### config.mk
export PLATFORM = sky130hd
export DESIGN_NAME = down_avg_decim
export DESIGN_NICKNAME = d
export VERILOG_FILES = /design/src/rtl/down_avg_decim.sv
export SDC_FILE = /design/constraint.sdc
export NUM_CORES = 1
export LEC_CHECK = 0
export CAP_MARGIN = 10
export CORE_UTILIZATION = 30
export CTS_BUF_LIST = sky130_fd_sc_hd__clkbuf_8
export CTS_CLUSTER_DIAMETER = 30
export DETAILED_ROUTE_END_ITERATION = 8
export GPL_ROUTABILITY_DRIVEN = 0
export GPL_TIMING_DRIVEN = 1
export MAX_ROUTING_LAYER = met4
export SKIP_LAST_GASP = 1
export SLEW_MARGIN = 40
export SYNTH_ARGS = -nofsm -noshare
export SYNTH_HDL_FRONTEND = slang
export SYNTH_SLANG_ARGS = --single-unit
### constraint.sdc
create_clock -name clk -period 2.18 [get_ports clk]
set_clock_uncertainty 0.05 [all_clocks]
set_input_delay 0.327 -clock clk [delete_from_list [all_inputs] [get_ports clk]]
set_output_delay 0.327 -clock clk [all_outputs]
set_load 0.01 [all_outputs]
### src/rtl/down_avg_decim.sv
// Block-averaging decimator: sums windows of 2^LOG2_R samples and emits one average per window
// on a single-entry valid/ready register. Define DOWN_AVG_DECIM_ROUND_EN for round-half-up results.
module down_avg_decim #(
    parameter int N      = 16,
    parameter int LOG2_R = 1,
    parameter int DROP_W = 8
) (
    input  logic              clk,
    input  logic              rst_n,
    input  logic [N-1:0]      x,
    input  logic              x_valid,
    input  logic              clear,
    output logic [N-1:0]      y,
    output logic              y_valid,
    input  logic              y_ready,
    output logic              overrun,
    output logic [DROP_W-1:0] drop_cnt
);

    localparam int AW = N + LOG2_R;

    generate
        if (LOG2_R < 1 || LOG2_R > 8) begin : g_bad_log2_r
            $error("down_avg_decim: LOG2_R must be in 1..8");
        end
    endgenerate

    logic [AW-1:0]     acc_q, acc_d;
    logic [LOG2_R-1:0] cnt_q, cnt_d;
    logic [AW-1:0]     sum;
    logic              done;
    logic [N-1:0]      result;

    logic [N-1:0]      y_q, y_d;
    logic              y_valid_q, y_valid_d;
    logic              overrun_q, overrun_d;
    logic [DROP_W-1:0] drop_cnt_q, drop_cnt_d;

    // Window accumulation; clear wins over an incoming sample.
    always_comb begin
        acc_d = acc_q;
        cnt_d = cnt_q;
        done  = 1'b0;
        sum   = acc_q + {{LOG2_R{1'b0}}, x};
        if (clear) begin
            acc_d = '0;
            cnt_d = '0;
        end else if (x_valid) begin
            if (&cnt_q) begin
                done  = 1'b1;
                acc_d = '0;
                cnt_d = '0;
            end else begin
                acc_d = sum;
                cnt_d = cnt_q + LOG2_R'(1);
            end
        end
    end

`ifdef DOWN_AVG_DECIM_ROUND_EN
    localparam logic [AW:0] HALF = (AW+1)'(1) << (LOG2_R - 1);
    logic [AW:0] rsum;
    logic [AW:0] rshift;

    // The extra bit catches the carry from rounding a full-scale window.
    always_comb begin
        rsum   = {1'b0, sum} + HALF;
        rshift = rsum >> LOG2_R;
        result = (|rshift[AW:N]) ? '1 : rshift[N-1:0];
    end
`else
    assign result = sum[AW-1:LOG2_R];
`endif

    // A result arriving while the register is full and not being popped is lost.
    always_comb begin
        y_d        = y_q;
        y_valid_d  = y_valid_q;
        overrun_d  = overrun_q;
        drop_cnt_d = drop_cnt_q;
        if (done) begin
            if (!y_valid_q || y_ready) begin
                y_d       = result;
                y_valid_d = 1'b1;
            end else begin
                overrun_d = 1'b1;
                if (drop_cnt_q != '1) begin
                    drop_cnt_d = drop_cnt_q + DROP_W'(1);
                end
            end
        end else if (y_valid_q && y_ready) begin
            y_valid_d = 1'b0;
        end
    end

    always_ff @(posedge clk) begin
        if (!rst_n) begin
            acc_q      <= '0;
            cnt_q      <= '0;
            y_q        <= '0;
            y_valid_q  <= 1'b0;
            overrun_q  <= 1'b0;
            drop_cnt_q <= '0;
        end else begin
            acc_q      <= acc_d;
            cnt_q      <= cnt_d;
            y_q        <= y_d;
            y_valid_q  <= y_valid_d;
            overrun_q  <= overrun_d;
            drop_cnt_q <= drop_cnt_d;
        end
    end

    assign y        = y_q;
    assign y_valid  = y_valid_q;
    assign overrun  = overrun_q;
    assign drop_cnt = drop_cnt_q;

endmodule

==> results.cfg <==
[cells_and_area]
final_core_util_pct = 45.1
n_antenna_cell = 0
final_cell_mix = buf_4, dfxtp_1, clkdlybuf4s50_1
drive_above_1_share_pct = 24.3
layout_commonest_cell = buf_4
area_growth_pct = 44.3
instances_no_fill = 500
final_nets = 433
stdcell_area_um2 = 3740

[global_route]
grt_pass1_vias = 2463
grt.total_usage_pct = 17.3
antenna_found_initial = 0
grt-ovfl-total = 0
grt_first_pass_wirelength_mm = 11.8
grt_start_max_net_pins = 22

[sta]
finalHoldViolations = 0
slew_violations = 0
worst_pin_slew_ps = 757
layout_min_cycle_time_ps = 2210
setup_viol = 1
setup_ws_ps = -26.8
relSlewSlack_pct = 49.4
rsz0062_at_grt = yes
period_share_pct = 101
fmaxAchievable_ghz = 0.453

[clocking]
cts_buffers = 5
ctsRootBufferMaster = clkbuf_8
cts.clk_slew.worst_paths_ps = 100
clk_latency_ps = 310
clkSinkCount = 44
cts-htree-levels = 2
cts_buffer_depth = 2
cts_tree = built

[placed_design]
dp_cells = 489
place_hpwl_mm = 5.19
dp_slack_ps = -582
io_buffer_count = 46
placed_area_um2 = 3440

[setup_path]
reg2reg_depth = 9
cpMostUsedCell = a211oi_2
critPathLaunchType = primary input
path_cells = clkdlybuf4s50_1 > ha_1 > a21o_1 > a211oi_2 > o31ai_2 > a211oi_2 > nor3_1 > a221o_1
r2r_end = acc_q[16]
path_class = primary input to flop
slowest_delay_ps = 410
crit_arrival_ps = 2350
r2r_slack_ps = 70
end_kind = flop
r2r-start = acc_q[0]
worstPathRequired_ps = 2320
cpMaxStageDelayCell = clkdlybuf4s50_1
cp_max_fo = 3

[detailed_routing]
route.met2.wl_mm = 3.56
topRoutingLayerUsed = met4
dr_total_vias = 2533
via_per_inst = 5.07
drtPass1Iterations = 4
antenna_left = 0
wl_met3_um = 253
avgRoutedWirePerCell_um = 14.7
met1Wirelength_mm = 3.42
wl_mm = 7.34
drc = 0
drtIter0Drc = 89

[synth]
syn_area_um2 = 2590
syn_nets = 345
synth_top_family_by_area = simple AND/OR/NAND/NOR gates
synthArstFlopShare_pct = 0
synth-simple-area-share_pct = 24.2
ys_ff_latch = 44
yosysWarningCount = 0
synth_cells = 306
synth.yosys.seq_area_share_pct = 33.9
synth_edf_count = 0
synthMuxAreaShare_pct = 0.386
synth_xor_area_share_pct = 4.73
avgSynthCellArea_um2 = 8.48
synth_compound_area_share_pct = 23.1
synth_cell_types = 60
synth_adder_area_share_pct = 8.97
synth-main-ff-cell = dfxtp_1

[pwr]
p_leak_nw = 1.51
pwr_density_cell_nw_per_um2 = 503
ir_worst_vdd_v = 0.000306

[min_path]
hp-class = flop to flop
whs_endpoint = acc_q[7]
hp-start = acc_q[7]
min_path_cells = 2

[die]
core_um2 = 8300
die_area_um2 = 9030
initial_core_util_pct = 31.3
io_pins = 47
rows = 33
fp.dieH_um = 95.0
die_w_um = 95.0

[status]
failed_checks = setup timing
outcome = complete, but fails checks

[run]
drv_cap = 0
power breakdown:
part / switching [mW] / total (mW) / internal, mW / leakage (nW)
Clock: 0.322 / 0.668 / 0.346 / 0.0548
Sequential: 0.0124 / 0.835 / 0.822 / 0.357
Combinational: 0.194 / 0.381 / 0.186 / 1.09
Total: 0.528 / 1.88 / 1.35 / 1.51
cells in the mapped netlist, types with 5 or more instances:
library cell / n / area, um^2
nor2_1: 29 / 109
clkbuf_1: 8 / 30.0
inv_1: 9 / 33.8
ha_1: 17 / 213
xor2_1: 8 / 70.1
nor2b_1: 10 / 62.6
dfxtp_1: 44 / 881
a21o_1: 8 / 60.1
nand2b_1: 5 / 31.3
nor3_1: 5 / 25.0
o211ai_1: 5 / 37.5
o21ai_0: 9 / 45.0
nand3_1: 15 / 75.1
xnor2_1: 6 / 52.6
nand2_1: 32 / 120
a21oi_1: 27 / 135
state kept, by name (all words and copies together) (netlist names):
name and flops:
y_valid 1, y 16, overrun 1, cnt_q 1, acc_q 17, drop_cnt 8
kinds of logic after synthesis:
family / count (synthesis)
multiplexers: 1
flip-flops: 44
XOR/XNOR: 14
adder cells (fa/ha/maj): 18
AND/OR/NAND/NOR: 124
buffers and inverters: 23
AO/OA/AOI/OAI: 82
worst max path at each step:
stage	startpoint	end
2_1_floorplan	x[0]	acc_q[16]
3_3_place_gp	x[0]	acc_q[16]
3_5_place_dp	x[0]	acc_q[16]
4_1_cts	acc_q[0]	acc_q[16]
5_1_grt	x[6]	acc_q[13]
6_report	x[6]	acc_q[13]
what timing repair did:
action | CTS | global route
hold buffers | 0 | 0
endpoints found under the setup margin | 16 | 16
buffers inserted | 2 | 2
cloned | 0 | 0
pin swaps | 14 | 16
gates resized for setup | 14 | 17
metal layers:
metal / vias up / global-route usage, %
li1: 1270 / -
met1: 1196 / 21.4
met2: 58 / 28.5
met3: 9 / 2.82
met4: 0 / 5.56
met5: - / -
cell type report:
class | instances | area [um^2]
Fill cell | 811 | 4550
Clock buffer | 5 | 68.8
Clock inverter | 3 | 46.3
Tap cell | 105 | 131
Inverter | 9 | 33.8
Multi-Input combinational cell | 239 | 1750
Sequential cell | 44 | 882
Timing Repair Buffer | 95 | 832
worst max-delay path, delay by kind of cell:
family          cells  cell delay (ps)
compound gates      5             1200
simple gates        1              100
fa+ha+maj           1              310
buf+inv             1              410
through the flow:
step / hold WS (ps) / TNS [ps] / power, mW
6_report: 407 / -26.8 / 1.88
5_1_grt: 435 / -156 / 1.97
4_1_cts: 412 / -52.7 / 1.87
3_5_place_dp: 398 / -8530 / 1.19
3_3_place_gp: 386 / -8070 / 1.19
2_1_floorplan: 376 / 0 / 1.05
Note: power is estimated with default switching activity, not from simulation.
